[config.mk]
export PLATFORM = sky130hd
export DESIGN_NAME = fastinput_poller_flat
export DESIGN_NICKNAME = d
export VERILOG_FILES = /design/src/rtl/fastinput_poller_if.sv /design/src/rtl/fastinput_poller.sv /design/src/flat_wrapper.sv
export SDC_FILE = /design/constraint.sdc
export NUM_CORES = 1
export LEC_CHECK = 0
export ABC_AREA = 1
export BUFFER_PORTS_ARGS = -buffer_cell sky130_fd_sc_hd__buf_2
export CORE_MARGIN = 4
export CORE_UTILIZATION = 50
export CTS_CLUSTER_DIAMETER = 120
export DETAILED_ROUTE_END_ITERATION = 16
export GPL_ROUTABILITY_DRIVEN = 0
export PLACE_DENSITY = 0.82
export SYNTH_ARGS = -nofsm -noshare
export SYNTH_HDL_FRONTEND = slang
export SYNTH_SLANG_ARGS = --single-unit
export TNS_END_PERCENT = 30
[constraint.sdc]
create_clock -name clk -period 17.4 [get_ports clk]
set_clock_uncertainty 0.1 [all_clocks]
set_input_delay 0 -clock clk [delete_from_list [all_inputs] [get_ports clk]]
set_output_delay 0 -clock clk [all_outputs]
set_load 0.005 [all_outputs]
[src/rtl/fastinput_poller_if.sv]
// Bundle of the poller's host, UART-transmitter and UART-receiver signals.
//
// All control signals here are single-cycle pulses sampled on posedge clk;
// there is no back-pressure. tx_start asks the transmitter to send tx_data,
// which stays stable until tx_done. rx_done qualifies rx_data for exactly
// one cycle. frame_valid, frame_err and timeout are mutually exclusive and
// coincide with the cycle busy falls.
interface fastinput_poller_if;
  logic        poll_req;
  logic        tx_start;
  logic [7:0]  tx_data;
  logic        tx_done;
  logic [7:0]  rx_data;
  logic        rx_done;
  logic [31:0] channel0;
  logic [31:0] channel1;
  logic [31:0] channel2;
  logic [31:0] channel3;
  logic        frame_valid;
  logic        frame_err;
  logic        timeout;
  logic        busy;

  // Environment side: host logic plus the UART byte transmitter/receiver.
  modport master (
    output poll_req, tx_done, rx_data, rx_done,
    input  tx_start, tx_data, channel0, channel1, channel2, channel3,
           frame_valid, frame_err, timeout, busy
  );

  // Poller side.
  modport slave (
    input  poll_req, tx_done, rx_data, rx_done,
    output tx_start, tx_data, channel0, channel1, channel2, channel3,
           frame_valid, frame_err, timeout, busy
  );
endinterface

[src/rtl/fastinput_poller.sv]
// Host-side initiator of the fast-input counter link. Sends the one-byte
// poll request, collects the 19-byte reply (ACK, four little-endian 32-bit
// counts, 16-bit checksum), validates it and publishes the counts.
module fastinput_poller #(
  parameter logic [31:0] TIMEOUT_CYCLES = 32'd1_000_000,
  parameter logic [7:0]  REQ_BYTE       = 8'h05,
  parameter logic [7:0]  ACK_BYTE       = 8'h06
) (
  input  logic               clk,
  input  logic               rst,
  fastinput_poller_if.slave  bus,
  output logic [2:0]         dbg_state
);

  typedef enum logic [2:0] {
    IDLE    = 3'd0,
    SEND    = 3'd1,
    WAIT_TX = 3'd2,
    RECV    = 3'd3,
    CHECK   = 3'd4
  } state_t;

  state_t      state;
  logic [4:0]  byte_cnt;
  logic [31:0] to_cnt;
  // Reply bytes 1..18 live at index 0..17; byte 0 is only compared.
  logic [7:0]  shd [18];

  logic [4:0]  wr_idx;
  logic [31:0] sh_ch0, sh_ch1, sh_ch2, sh_ch3;
  logic [31:0] sum;
  logic [15:0] cks;
  logic        strobe_now;

  assign dbg_state = state;
  assign wr_idx    = byte_cnt - 5'd1;

  assign sh_ch0 = {shd[3],  shd[2],  shd[1],  shd[0]};
  assign sh_ch1 = {shd[7],  shd[6],  shd[5],  shd[4]};
  assign sh_ch2 = {shd[11], shd[10], shd[9],  shd[8]};
  assign sh_ch3 = {shd[15], shd[14], shd[13], shd[12]};
  assign sum    = sh_ch0 + sh_ch1 + sh_ch2 + sh_ch3;
  assign cks    = {shd[17], shd[16]};

  // A poll request arriving while a termination strobe is showing belongs
  // to the cycle busy falls, so it is dropped rather than accepted.
  assign strobe_now = bus.frame_valid | bus.frame_err | bus.timeout;

  // Poll sequencer: request, transmit handshake, reply capture and check.
  always_ff @(posedge clk or posedge rst) begin
    if (rst) begin
      state           <= IDLE;
      byte_cnt        <= '0;
      to_cnt          <= '0;
      for (int i = 0; i < 18; i++) shd[i] <= '0;
      bus.tx_start    <= 1'b0;
      bus.tx_data     <= '0;
      bus.channel0    <= '0;
      bus.channel1    <= '0;
      bus.channel2    <= '0;
      bus.channel3    <= '0;
      bus.frame_valid <= 1'b0;
      bus.frame_err   <= 1'b0;
      bus.timeout     <= 1'b0;
      bus.busy        <= 1'b0;
    end else begin
      bus.tx_start    <= 1'b0;
      bus.frame_valid <= 1'b0;
      bus.frame_err   <= 1'b0;
      bus.timeout     <= 1'b0;
      case (state)
        IDLE: begin
          // Stray rx_done here is simply not looked at.
          if (bus.poll_req && !strobe_now) begin
            bus.tx_data  <= REQ_BYTE;
            bus.tx_start <= 1'b1;
            bus.busy     <= 1'b1;
            state        <= SEND;
          end
        end
        SEND: begin
          // tx_start is high during this cycle; tx_done cannot be earlier.
          if (bus.tx_done) begin
            byte_cnt <= '0;
            to_cnt   <= '0;
            state    <= RECV;
          end else begin
            state <= WAIT_TX;
          end
        end
        WAIT_TX: begin
          // Untimed: the transmitter is trusted to finish.
          if (bus.tx_done) begin
            byte_cnt <= '0;
            to_cnt   <= '0;
            state    <= RECV;
          end
        end
        RECV: begin
          if (bus.rx_done) begin
            to_cnt <= '0;
            if (byte_cnt == 5'd0) begin
              if (bus.rx_data != ACK_BYTE) begin
                bus.frame_err <= 1'b1;
                bus.busy      <= 1'b0;
                state         <= IDLE;
              end else begin
                byte_cnt <= 5'd1;
              end
            end else begin
              shd[wr_idx] <= bus.rx_data;
              byte_cnt    <= byte_cnt + 5'd1;
              if (byte_cnt == 5'd18) state <= CHECK;
            end
          end else if (to_cnt >= TIMEOUT_CYCLES - 32'd1) begin
            to_cnt      <= TIMEOUT_CYCLES;
            bus.timeout <= 1'b1;
            bus.busy    <= 1'b0;
            state       <= IDLE;
          end else begin
            to_cnt <= to_cnt + 32'd1;
          end
        end
        CHECK: begin
          if (sum[15:0] == cks) begin
            bus.channel0    <= sh_ch0;
            bus.channel1    <= sh_ch1;
            bus.channel2    <= sh_ch2;
            bus.channel3    <= sh_ch3;
            bus.frame_valid <= 1'b1;
          end else begin
            bus.frame_err <= 1'b1;
          end
          bus.busy <= 1'b0;
          state    <= IDLE;
        end
        default: begin
          bus.busy <= 1'b0;
          state    <= IDLE;
        end
      endcase
    end
  end

endmodule

[src/flat_wrapper.sv]
// flat-port wrapper written by rule: the top's interface ports become plain ports
module fastinput_poller_flat 
#(
  parameter logic [31:0] TIMEOUT_CYCLES = 32'd1_000_000,
  parameter logic [7:0]  REQ_BYTE       = 8'h05,
  parameter logic [7:0]  ACK_BYTE       = 8'h06
)
  (clk, rst, dbg_state, bus_poll_req, bus_tx_done, bus_rx_data, bus_rx_done, bus_tx_start, bus_tx_data, bus_channel0, bus_channel1, bus_channel2, bus_channel3, bus_frame_valid, bus_frame_err, bus_timeout, bus_busy);
  fastinput_poller_if bus_i ();
  input  logic clk;
  input  logic rst;
  output logic [2:0] dbg_state;
  input wire logic [$bits(bus_i.poll_req)-1:0] bus_poll_req;
  input wire logic [$bits(bus_i.tx_done)-1:0] bus_tx_done;
  input wire logic [$bits(bus_i.rx_data)-1:0] bus_rx_data;
  input wire logic [$bits(bus_i.rx_done)-1:0] bus_rx_done;
  output wire logic [$bits(bus_i.tx_start)-1:0] bus_tx_start;
  output wire logic [$bits(bus_i.tx_data)-1:0] bus_tx_data;
  output wire logic [$bits(bus_i.channel0)-1:0] bus_channel0;
  output wire logic [$bits(bus_i.channel1)-1:0] bus_channel1;
  output wire logic [$bits(bus_i.channel2)-1:0] bus_channel2;
  output wire logic [$bits(bus_i.channel3)-1:0] bus_channel3;
  output wire logic [$bits(bus_i.frame_valid)-1:0] bus_frame_valid;
  output wire logic [$bits(bus_i.frame_err)-1:0] bus_frame_err;
  output wire logic [$bits(bus_i.timeout)-1:0] bus_timeout;
  output wire logic [$bits(bus_i.busy)-1:0] bus_busy;
  assign bus_i.poll_req = bus_poll_req;
  assign bus_i.tx_done = bus_tx_done;
  assign bus_i.rx_data = bus_rx_data;
  assign bus_i.rx_done = bus_rx_done;
  assign bus_tx_start = bus_i.tx_start;
  assign bus_tx_data = bus_i.tx_data;
  assign bus_channel0 = bus_i.channel0;
  assign bus_channel1 = bus_i.channel1;
  assign bus_channel2 = bus_i.channel2;
  assign bus_channel3 = bus_i.channel3;
  assign bus_frame_valid = bus_i.frame_valid;
  assign bus_frame_err = bus_i.frame_err;
  assign bus_timeout = bus_i.timeout;
  assign bus_busy = bus_i.busy;
  fastinput_poller #(.TIMEOUT_CYCLES(TIMEOUT_CYCLES), .REQ_BYTE(REQ_BYTE), .ACK_BYTE(ACK_BYTE)) u_core (.clk(clk), .rst(rst), .bus(bus_i), .dbg_state(dbg_state));
endmodule
==> run summary, run 1 <==
The run finished with clean final reports. The hold buffer count at cts is 9. Static timing analysis puts the maximum clock frequency at 0.179 GHz. Summing internal, switching and leakage power gives roughly 2.3 mW.

The critical path is of the reg2reg type. The area added between synthesis and finish is 14.1%. The pin slew with the least headroom to its limit came out at 1040 ps. In this run the tool buffered the top-level ports with 150 buffer cells. In the final routed layout, each cell accounts on average for 17.4 um. After layout, the worst path uses ~32% of the clock period. The total CTS buffers came out at 34. The number of top-level pins is 157.

The width of the die is 180 um. The cell count after placement came out at 2,123. Measured against its own limit, the worst slew margin works out to 30.6%.

The count of final setup violators came out at 0. The clock transition time at the flip-flop clock pins of the worst setup and hold paths came out at 60 ps. The core utilization of the finished layout is 58.2%. The post-CTS resize count is 0.

The first TritonRoute pass finished after 5 iterations. The die covers approximately 32,000 um2. The max-capacitance violation count is 0. The count of nets left with antenna violations after detail routing is 0. The share of cells above drive strength 1 is approximately an eighth. The library cell used most frequently in the layout, excluding fill and tap cells, is sky130_fd_sc_hd__nand2_1. Row generation in the floorplan step produced 62 rows. TritonCTS built the clock tree. The required time of the critical path came out at 17,700 ps.

The register area is 7960 um2. The global-route congestion overflow total came out at 0. The area of the placeable core is 28,900 um2.

In this run the biggest area consumer among cell types represents ~54% of the synthesized area. The total count of hold-check failures in the final report is 0. The endpoint arrival time on the critical path came out at 5870 ps. In this run the worst path has a maximum fanout of 74. The distinct cell type count of the synthesized netlist is 39. The violation count after the first detailed-route iteration came out at 1,192. The half-perimeter wire length after detailed placement is 24,800 um.

The average via count per standard cell is 5.57. The initial core utilization came out at roughly 50%. The global-route layer with the greatest usage is met2. The synthesized instance count is 1,665. The post-detailed-route DRC marker count came out at 0. In this run the worst hold path is classified as in2async. The post-layout instance count excluding filler cells came out at 2,189. In the final layout, the multi-input gates occupy 5860 um2. Clock tree synthesis selected as its root buffer the cell sky130_fd_sc_hd__clkbuf_16. Summed over all cells, the static leakage comes to 9.03 nW. After routing, the total negative slack on setup checks comes to 0 ps. The H-tree was split into 2 levels. The antenna diode count is 0. The via count of the first global-routing pass is 11,911.

The total number of vias came out at between 10,000 and 15,000. The global routing usage on met1 came out at around 30%. The number of buffers on the longest clock path came out at 3. The final routed wirelength across all metal layers came out at ~38,000 um.

The number of setup buffers added after CTS is 0. The biggest area contributor in the post-synthesis netlist is sky130_fd_sc_hd__dfrtp_1. Across the VDD grid, the largest voltage drop is 0.203 mV. In the layout the commonest cells are sky130_fd_sc_hd__nand2_1, sky130_fd_sc_hd__dfrtp_1, sky130_fd_sc_hd__o21ai_0. The cell area after synthesis is 14,700 um2. The critical path capture point type is a register. The number of clock sinks came out at 318.

The count of state elements after synthesis is between 300 and 400. The floorplan step set the die height to 180 um. Setup repair after global routing left no endpoint under its margin. The net count of the finished layout is around 1,800. Clock latency on the worst-skew pair, taken at its later pin, is 520 ps. Entering global routing, the biggest net connects 95 pins. Each instance of the synthesized netlist takes up on average just under 9 um2. The global router's overall resource usage is between 20% and 30%.

In this run the power density over the cells is 135 nW/um2. The global routing usage on met2 came out at about two fifths. The number of antenna violations at the first check in global routing came to 1.

The Yosys step of the flow raised 0 warnings. STA classifies the critical path startpoint as a register. By area the synthesized netlist is led by sky130_fd_sc_hd__dfrtp_1, sky130_fd_sc_hd__nand2_1, sky130_fd_sc_hd__nand4_1, sky130_fd_sc_hd__o21ai_0, sky130_fd_sc_hd__fa_1. The routed design could run at a clock period as short as between 5000 and 6000 ps. The global routing met3 resource utilization is 4.93%. The sequential element share of the synthesized area came out at 54.1%.

The layout has between 2,000 and 2,500 filler cells. The final max-slew violation count came out at 0. The wire length of the first global-routing pass came out at 62,600 um.
[critical path, cell delays in order, from the launching register on]
cell	delay [ps]
sky130_fd_sc_hd__dfrtp_1	410
sky130_fd_sc_hd__fa_1	540
sky130_fd_sc_hd__inv_1	50
sky130_fd_sc_hd__fa_1	500
sky130_fd_sc_hd__inv_1	40
sky130_fd_sc_hd__ha_1	240
sky130_fd_sc_hd__fa_1	460
sky130_fd_sc_hd__inv_1	80
sky130_fd_sc_hd__nor3_1	50
sky130_fd_sc_hd__nor2_1	170
sky130_fd_sc_hd__nor2_1	60
sky130_fd_sc_hd__nor2_1	160
sky130_fd_sc_hd__nand2_1	110
sky130_fd_sc_hd__nand3_1	90
sky130_fd_sc_hd__nand2_1	130
sky130_fd_sc_hd__nor2_4	170
sky130_fd_sc_hd__buf_4	500
sky130_fd_sc_hd__buf_4	670
sky130_fd_sc_hd__nand2_1	110
sky130_fd_sc_hd__nand2_1	100
sky130_fd_sc_hd__o21ai_0	80
sky130_fd_sc_hd__dlygate4sd3_1	550
[sequential cells by signal, summed over array words and instances, names as in the netlist]
name,count
u_core.bus.channel2,32
u_core.cks,16
u_core.bus.frame_valid,1
u_core.sh_ch3,32
u_core.sh_ch1,32
u_core.bus.channel1,32
u_core.bus.frame_err,1
u_core.to_cnt,32
u_core.bus.tx_data,1
u_core.bus.channel0,32
u_core.sh_ch2,32
u_core.bus.busy,1
u_core.dbg_state,3
u_core.bus.timeout,1
u_core.bus.channel3,32
u_core.bus.tx_start,1
u_core.sh_ch0,32
u_core.byte_cnt,5
[synth_stat cells]
cell	instances
sky130_fd_sc_hd__inv_1	111
sky130_fd_sc_hd__inv_2	2
sky130_fd_sc_hd__nand2b_1	1
sky130_fd_sc_hd__nand3_2	2
sky130_fd_sc_hd__and2_1	1
sky130_fd_sc_hd__nor4_1	2
sky130_fd_sc_hd__buf_2	27
sky130_fd_sc_hd__ha_1	22
sky130_fd_sc_hd__conb_1	1
sky130_fd_sc_hd__or2_1	1
sky130_fd_sc_hd__nand2_1	580
sky130_fd_sc_hd__nor2_1	91
sky130_fd_sc_hd__a21oi_1	13
sky130_fd_sc_hd__o21ai_1	1
sky130_fd_sc_hd__or2_2	3
sky130_fd_sc_hd__a31oi_1	1
sky130_fd_sc_hd__dfrtp_1	318
sky130_fd_sc_hd__o221ai_1	1
sky130_fd_sc_hd__a21o_1	1
sky130_fd_sc_hd__a311oi_1	1
sky130_fd_sc_hd__o21ai_0	156
sky130_fd_sc_hd__buf_4	10
sky130_fd_sc_hd__xnor2_1	12
sky130_fd_sc_hd__buf_1	1
sky130_fd_sc_hd__a221oi_1	1
sky130_fd_sc_hd__clkinv_1	3
sky130_fd_sc_hd__fa_1	30
sky130_fd_sc_hd__nand3_1	38
sky130_fd_sc_hd__nand3b_1	4
sky130_fd_sc_hd__nor2_2	2
sky130_fd_sc_hd__o22ai_1	1
sky130_fd_sc_hd__a22oi_1	1
sky130_fd_sc_hd__clkbuf_1	42
sky130_fd_sc_hd__o211ai_1	3
sky130_fd_sc_hd__nor3_1	12
sky130_fd_sc_hd__a21oi_2	1
sky130_fd_sc_hd__buf_6	12
sky130_fd_sc_hd__nand4_1	141
sky130_fd_sc_hd__xor2_1	15
[path summary, 6_finish.rpt]
kind	start	slack, ps	to	depth (start not counted)
max	u_core.sh_ch3[1]	11830	u_core.bus.frame_err	21
min	rst	1	u_core.bus.channel0[20]	3
max reg2reg	u_core.sh_ch3[1]	11830	u_core.bus.frame_err	21
min reg2reg	u_core.bus.channel1[25]	360	u_core.bus.channel1[25]	2
max in group asynchronous	rst	14800	u_core.byte_cnt[4]	5
min in group clk	bus_rx_data[6]	200	u_core.sh_ch3[30]	3
[layer usage]
metal	share of wire (%)	vias up
met5	0.018	-
met4	3.5	2
met3	7.8	102
met2	49	514
met1	40	5901
li1	-	5671
[logic make-up after synthesis]
family / after synthesis / synth area share (%)
other: 1 / 0.0255
XOR/XNOR: 27 / 1.61
buffers and inverters: 208 / 6.40
flip-flops: 318 / 54.1
adder cells (fa/ha/maj): 52 / 5.95
AND/OR/NAND/NOR: 878 / 25.6
AO/OA/AOI/OAI: 181 / 6.36
[power breakdown]
| group | switching, mW | internal, mW |
|---|---|---|
| logic | 0.552 | 0.151 |
| clock network | 0.294 | 0.434 |
| registers | 0.0435 | 0.793 |
[through the flow]
stage / hold slack, ps / worst slack [ps] / area (um2)
2_1_floorplan: 61.9 / 8500 / 14700
3_3_place_gp: 8.74 / 12250 / 15600
3_5_place_dp: 13.1 / 12080 / 15600
4_1_cts: 29.2 / 11860 / 16800
5_1_grt: 81.2 / 11560 / 16800
6_report: 0.994 / 11830 / 16800
[cell type report]
| cell class | instances | area share (%) |
|---|---|---|
| sequential | 318 | 47.4 |
| multi-input combinational | 1144 | 34.9 |
| clock buffer | 44 | 5.72 |
| timing repair buffer | 170 | 5.50 |
| tap | 384 | 2.86 |
| inverter | 116 | 2.64 |
| clock inverter | 13 | 0.962 |
Note: power is estimated with default switching activity, not from simulation.
==> run 2: changes to the inputs <==
Clock period 17.4 ns to 5.3 ns, I/O delays scaled along.
==> run summary, run 2 (synthesis gave the netlist of run 1 again) <==
The count of H-tree levels built during CTS came out at 2. The TritonCTS clock tree is done. Setup violations remaining at the end of the flow were counted as 0. The first detailed-routing pass took 6 iterations.

The startpoint of the worst register-to-register path is u_core.sh_ch3[1]. The violation count after the first detailed-route iteration is 1,367. The clock period minus final worst setup slack came out at 4640 ps. The global routing usage on met2 came out at 38.8%. The wire length of the first global-routing pass is between 60,000 and 70,000 um. The worst hold path begins at bus_rx_data[3]. The chip height came out at 180 um. The sum of internal, switching and leakage power came out at 7.59 mW.

The global-route layer with the greatest usage is met2. The worst setup slack for register-to-register paths is 660 ps. Cell internal power was estimated by the tool at 4.67 mW. In the finished design, the share of the clock period the worst path needs comes to 87.5%. The kind of start point of the critical path is a register.

The total count of hold-check failures in the final report came out at 0. The largest fanout on the critical path came out at between 100 and 150. The delay of the slowest cell on the worst path came out at 550 ps.

The clock drives 318 sinks. Setup slack closes at 660 ps. The library cells used most frequently in the layout, excluding fill and tap cells, are sky130_fd_sc_hd__nand2_1, sky130_fd_sc_hd__dfrtp_1, sky130_fd_sc_hd__o21ai_0.

The final max-slew violation count came out at 0. STA classifies the critical path endpoint as a register. The worst pin sits at a relative slew slack of 28.3%. The filler cells instantiated in the layout total about 2,400.

The fmax is 0.216 GHz. The half-perimeter wire length after detailed placement is 24,700 um. Setup repair after global routing left no endpoint under its margin. The worst-case IR drop observed on VDD is 1.21 mV. The type of the setup path with the least slack is reg2reg. The number of cells traversed by the worst register-to-register path came out at 19. The global routing met3 resource utilization is under 10%.

The via count of the first global-routing pass came out at 11,829. The critical path goes through fa_1 -> inv_1 -> fa_1 -> inv_1 -> ha_1 -> fa_1 -> or2_1 -> nand3b_1 -> nand2_1 -> nor2_1 -> nand3_1 -> nor2_1 -> nand3_1 -> nor2_4 -> buf_12 -> nand2_1 -> nand2_1 -> o21ai_0 -> dlygate4sd3_1. Of the total power, the clock network draws 32.8%. For the pin with the worst max-slew slack, the measured transition is 1070 ps. The number of antenna violations at the first check in global routing came out at 1.

The kind of cell with the highest combined delay on the critical path is adder cells. The cell depth of the worst hold path is 4. The initial utilization of the core area, before any placement, comes to 51.0%.

The global-route congestion overflow total is 0. The global router's overall resource usage is 23.3%. The largest individual stage delay along the critical path comes from the cell sky130_fd_sc_hd__fa_1. The required time of the critical path came out at between 5000 and 6000 ps. Dividing the detail-routed wire length by the instance count gives 17.5 um.

In this run the critical register-to-register path is captured at u_core.bus.frame_err. The finished layout cell area came out at 16,900 um2. The net load switching power is 2.91 mW. The net switching share of the total power came out at 38.4%. The final routed wirelength across all metal layers came out at ~38,000 um. The run finished with clean final reports. The power density relative to cell area is 449 nW/um2. The path category of the worst min-delay check is in2reg.

The post-route netlist has 12.3% of its cells at a drive strength greater than 1. The post-detailed-route DRC marker count is 0. The cell area reported after detailed placement came out at 15,600 um2. The count of nets left with antenna violations after detail routing came out at 0. The global routing usage on met1 is 31.0%. The die footprint came out at 32,200 um2. Row generation in the floorplan step produced 62 rows. The later-pin clock latency in the skew report is 520 ps. The post-CTS resize count is 0.

The region available for standard cell placement spans 28,900 um2. In this run the horizontal extent of the chip is 180 um. The number of clock buffers added by TritonCTS is 35. The total number of vias is about 12,000. The endpoint arrival time on the critical path is 4940 ps. The path with the worst hold slack has its endpoint at u_core.sh_ch1[3]. The leakage dissipation is 9.08 nW. The relative contribution of combinational cells to total power came out at 31.0%. Registers are responsible for between 30% and 40% of the overall power. The clock passes through at most 3 buffers. The number of antenna diodes in the final layout is 0. Compared with the post-synthesis result, the final layout area differs by 14.8%. The number of I/O port buffers is 150. The average via count per standard cell is around 5.6.

The max-capacitance violation count came out at 0. The clock transition time at the flip-flop clock pins of the worst setup and hold paths came out at 60 ps. Summed over all failing endpoints, the final setup total negative slack is 0 ps. The number of top-level pins came out at 157. The count of buffer and inverter cells on the critical path came out at 4. At the placement stage, the worst setup path has a slack of 818 ps. Leaving out fill and tap cells, the most frequent cell in the layout is sky130_fd_sc_hd__nand2_1. The layout net count is 1,850. CTS placed an instance of sky130_fd_sc_hd__clkbuf_16 at the clock tree root.

Entering global routing, the biggest net connects 130 pins.
run 2: worst min-delay path, delay by kind of cell:
kind                   cells  cell delay [ps]
AOI/OAI and AO/OA          1              180
buffers and inverters      3              480
run 2: worst max path at each step:
stage	start	endpoint	cells past startpoint
finish	u_core.sh_ch3[1]	u_core.bus.frame_err	19
global route	u_core.sh_ch3[1]	u_core.bus.frame_err	19
CTS	u_core.sh_ch3[1]	u_core.bus.frame_err	19
detailed placement	u_core.sh_ch3[1]	u_core.bus.channel3[21]	18
global placement	u_core.sh_ch3[1]	u_core.bus.channel2[23]	18
floorplan	rst	u_core.bus.busy	1
run 2: through the flow:
| step | utilization [%] | hold WS (ps) | std cells |
|---|---|---|---|
| 6_report | 58.5 | 91.7 | 2190 |
| 5_1_grt | 58.5 | 104 | 2190 |
| 4_1_cts | 58.5 | 67.1 | 2190 |
| 3_5_place_dp | 54.1 | -84.9 | 2123 |
| 3_3_place_gp | 54.1 | -92.6 | 2123 |
| 2_1_floorplan | - | 61.9 | 1670 |
run 2: final cells by class:
type	count	area (um2)	share of cell area, %
clock buffer	47	961	5.69
clock inverter	11	218	1.29
tap	384	480	2.84
multi-input combinational	1144	5860	34.7
timing repair buffer	170	973	5.76
sequential	318	7960	47.1
inverter	116	439	2.60
run 2: power groups by stage:
stage | sequential [mW] | clock, mW | combinational [mW]
floorplan | 2.75 | 0 | 1.85
global placement | 2.78 | 0 | 2.28
detailed placement | 2.79 | 0 | 2.33
CTS | 2.75 | 2.52 | 2.34
global route | 2.77 | 2.63 | 2.57
finish | 2.75 | 2.49 | 2.35
run 2: per-layer routing:
metal / wire [um] / share of wire, % / vias up
li1: - / - / 5668
met1: 15400 / 40 / 5866
met2: 18700 / 49 / 546
met3: 2880 / 7.5 / 97
met4: 1240 / 3.2 / 2
met5: 7 / 0.018 / -
run 2: repair_timing:
| action | CTS | global route |
|---|---|---|
| setup buffers | 0 | 0 |
| endpoints found under the hold margin | 269 | 0 |
| hold buffers | 9 | 0 |
==> run 3: changes to the inputs <==
Clock period 5.3 ns to 4.7 ns, I/O delays scaled along.
==> run summary, run 3 (synthesis gave the netlist of run 1 again) <==
The worst path meets setup with 418 ps of slack. between 150 and 200 I/O pins were placed. The routed layout has 11,982 vias. The total count of hold-check failures in the final report is 0. The number of I/O port buffers is 150.

The max-capacitance violation count came out at 0. The width of the die is 180 um. The total negative slack for setup checks came out at 0 ps. The share of cells above drive strength 1 came out at 12.5%. The area added between synthesis and finish is 15.2%. The wire length of the first global-routing pass came out at 61,800 um. The chip height is 180 um. The initial utilization of the core area, before any placement, comes to 51.0%. Global routing used between 20% and 30% of the available tracks.

The number of clock sinks came out at approximately 320. The hold buffer count at cts is 9. In this run the power density over the cells is 509 nW/um2. Final hold analysis gives a worst-case slack of 192 ps. The via count of the first global-routing pass is 12,020.

Summing all flip-flop and latch instances after layout gives 7960 um2. The final max-slew violation count is 0. The die covers 32,200 um2. The later-pin clock latency in the skew report came out at 520 ps. In the routed design, unresolved DRC markers number 0. The largest fanout on the critical path came out at 129. The post-place setup slack is 501 ps. For this design, the slowest cell found on the critical path is sky130_fd_sc_hd__fa_1.

The worst hold path begins at bus_rx_data[0]. In this run the critical register-to-register path is launched from u_core.sh_ch3[1]. The delay of the slowest cell on the worst path came out at 540 ps. The most critical setup path has its startpoint at u_core.sh_ch3[1]. The routed length per instance came out at 17.1 um. The violation count after the first detailed-route iteration came out at 1,215. The maximum number of pins on one net before global-route repair came out at 131. Wires add up to 37,500 um. The relative slew slack is 30.5%. The number of antenna diodes in the final layout is 0. Setup violations remaining at the end of the flow were counted as 0. The largest vdd supply drop is between 1.5 and 2 mV. In this run the worst hold path is classified as in2reg. The average via count per standard cell is 5.46.

The longest clock path from root to sink contains 3 buffers. STA classifies the critical path endpoint as a register. TritonCTS built the clock tree. The sum of internal, switching and leakage power came out at 8.63 mW. The endpoint arrival time on the critical path came out at around 4600 ps. The post-CTS resize count is 0. The cell that appears most often on the critical path is sky130_fd_sc_hd__fa_1. The row count came out at 62. The area of the placeable core is 28,900 um2. The count of nets left with antenna violations after detail routing is 0. In the layout the commonest cells are sky130_fd_sc_hd__nand2_1, sky130_fd_sc_hd__dfrtp_1, sky130_fd_sc_hd__o21ai_0. The library cell used most frequently in the layout, excluding fill and tap cells, is sky130_fd_sc_hd__nand2_1. The global-route congestion overflow total is 0. CTS placed an instance of sky130_fd_sc_hd__clkbuf_16 at the clock tree root. The layout net count came out at between 1,500 and 2,000. The final critical-path share of the clock period is roughly nine tenths. The kind of start point of the critical path is a register.

Detailed placement ended at an HPWL of 24,500 um. The iteration count of the initial detailed-routing pass is 5. The clock period minus final worst setup slack is between 4000 and 5000 ps. Setup repair after global routing left no endpoint under its margin. The combined area of the multi-input logic cells came out at 5860 um2. The H-tree was split into 2 levels.

At the pin with the least slew margin, the transition time is 1040 ps. The run finished with clean final reports. The number of buffers inserted by post-CTS setup repair is 0.

Based on the critical path, the design can be clocked at up to 0.234 GHz. The number of antenna violations at the first check in global routing is 1. The clock transition time at the flip-flop clock pins of the worst setup and hold paths came out at 60 ps. For the worst setup path, the data required time is between 5000 and 6000 ps. The fill cell total of the finished layout is 2,422. The leakage dissipation came out at approximately 9 nW. TritonCTS created 34 clock buffers.

The worst setup path is of the reg2reg kind. The signal on the critical path passes through fa_1 -> inv_1 -> fa_1 -> inv_1 -> ha_1 -> fa_1 -> or2_1 -> nand3b_1 -> nand2_1 -> nor2_1 -> nand3_1 -> nor2_1 -> nand3_1 -> nor2_4 -> buf_12 -> nand4_1 -> nand2_1.
==> run 3: path summary, 6_finish.rpt <==
kind,endpoint,slack [ps],cells after the start
setup / recovery,u_core.bus.channel1[31],420,17
hold / removal,u_core.sh_ch0[8],190,3
setup reg to reg,u_core.bus.channel1[31],420,17
hold reg to reg,u_core.bus.channel2[2],360,2
max in group asynchronous,u_core.bus.channel1[17],2850,5
min in group asynchronous,u_core.bus.channel0[20],550,4
==> run 3: critical path, delay by kind of cell (launching register included) <==
kind,cells,cell delay [ps]
fa+ha+maj,4,1760
buf+inv,3,550
flops,1,410
simple gates,10,1310
==> run 3: routing by layer <==
metal / GRT usage [%] / part of all wire, % / vias up
met5: 0 / 0.013 / -
met4: 7.83 / 3.1 / 2
met3: 5.86 / 8.2 / 87
met2: 38.6 / 49 / 462
met1: 29.6 / 40 / 5767
li1: - / - / 5664
==> run 3: cell type report <==
| cell class | count | area share, % |
|---|---|---|
| repair buffers | 171 | 5.93 |
| multi-input cells | 1144 | 34.6 |
| clock inverters | 13 | 1.42 |
| well taps | 384 | 2.83 |
| inverters | 116 | 2.59 |
| clock buffers | 48 | 5.75 |
| flip-flops and latches | 318 | 46.9 |
==> run 3: report_power, final <==
| part | total (mW) | internal [mW] | switching, mW |
|---|---|---|---|
| Combinational | 2.67 | 0.631 | 2.04 |
| Sequential | 3.10 | 2.93 | 0.161 |
| Clock | 2.86 | 1.79 | 1.08 |
==> run 3: through the flow <==
step           utilization (%)  cells  instance area (um2)
2_1_floorplan                -   1670                14700
3_3_place_gp              54.2   2124                15700
3_5_place_dp              54.2   2124                15700
4_1_cts                   58.8   2194                17000
5_1_grt                   58.8   2194                17000
6_report                  58.8   2194                17000
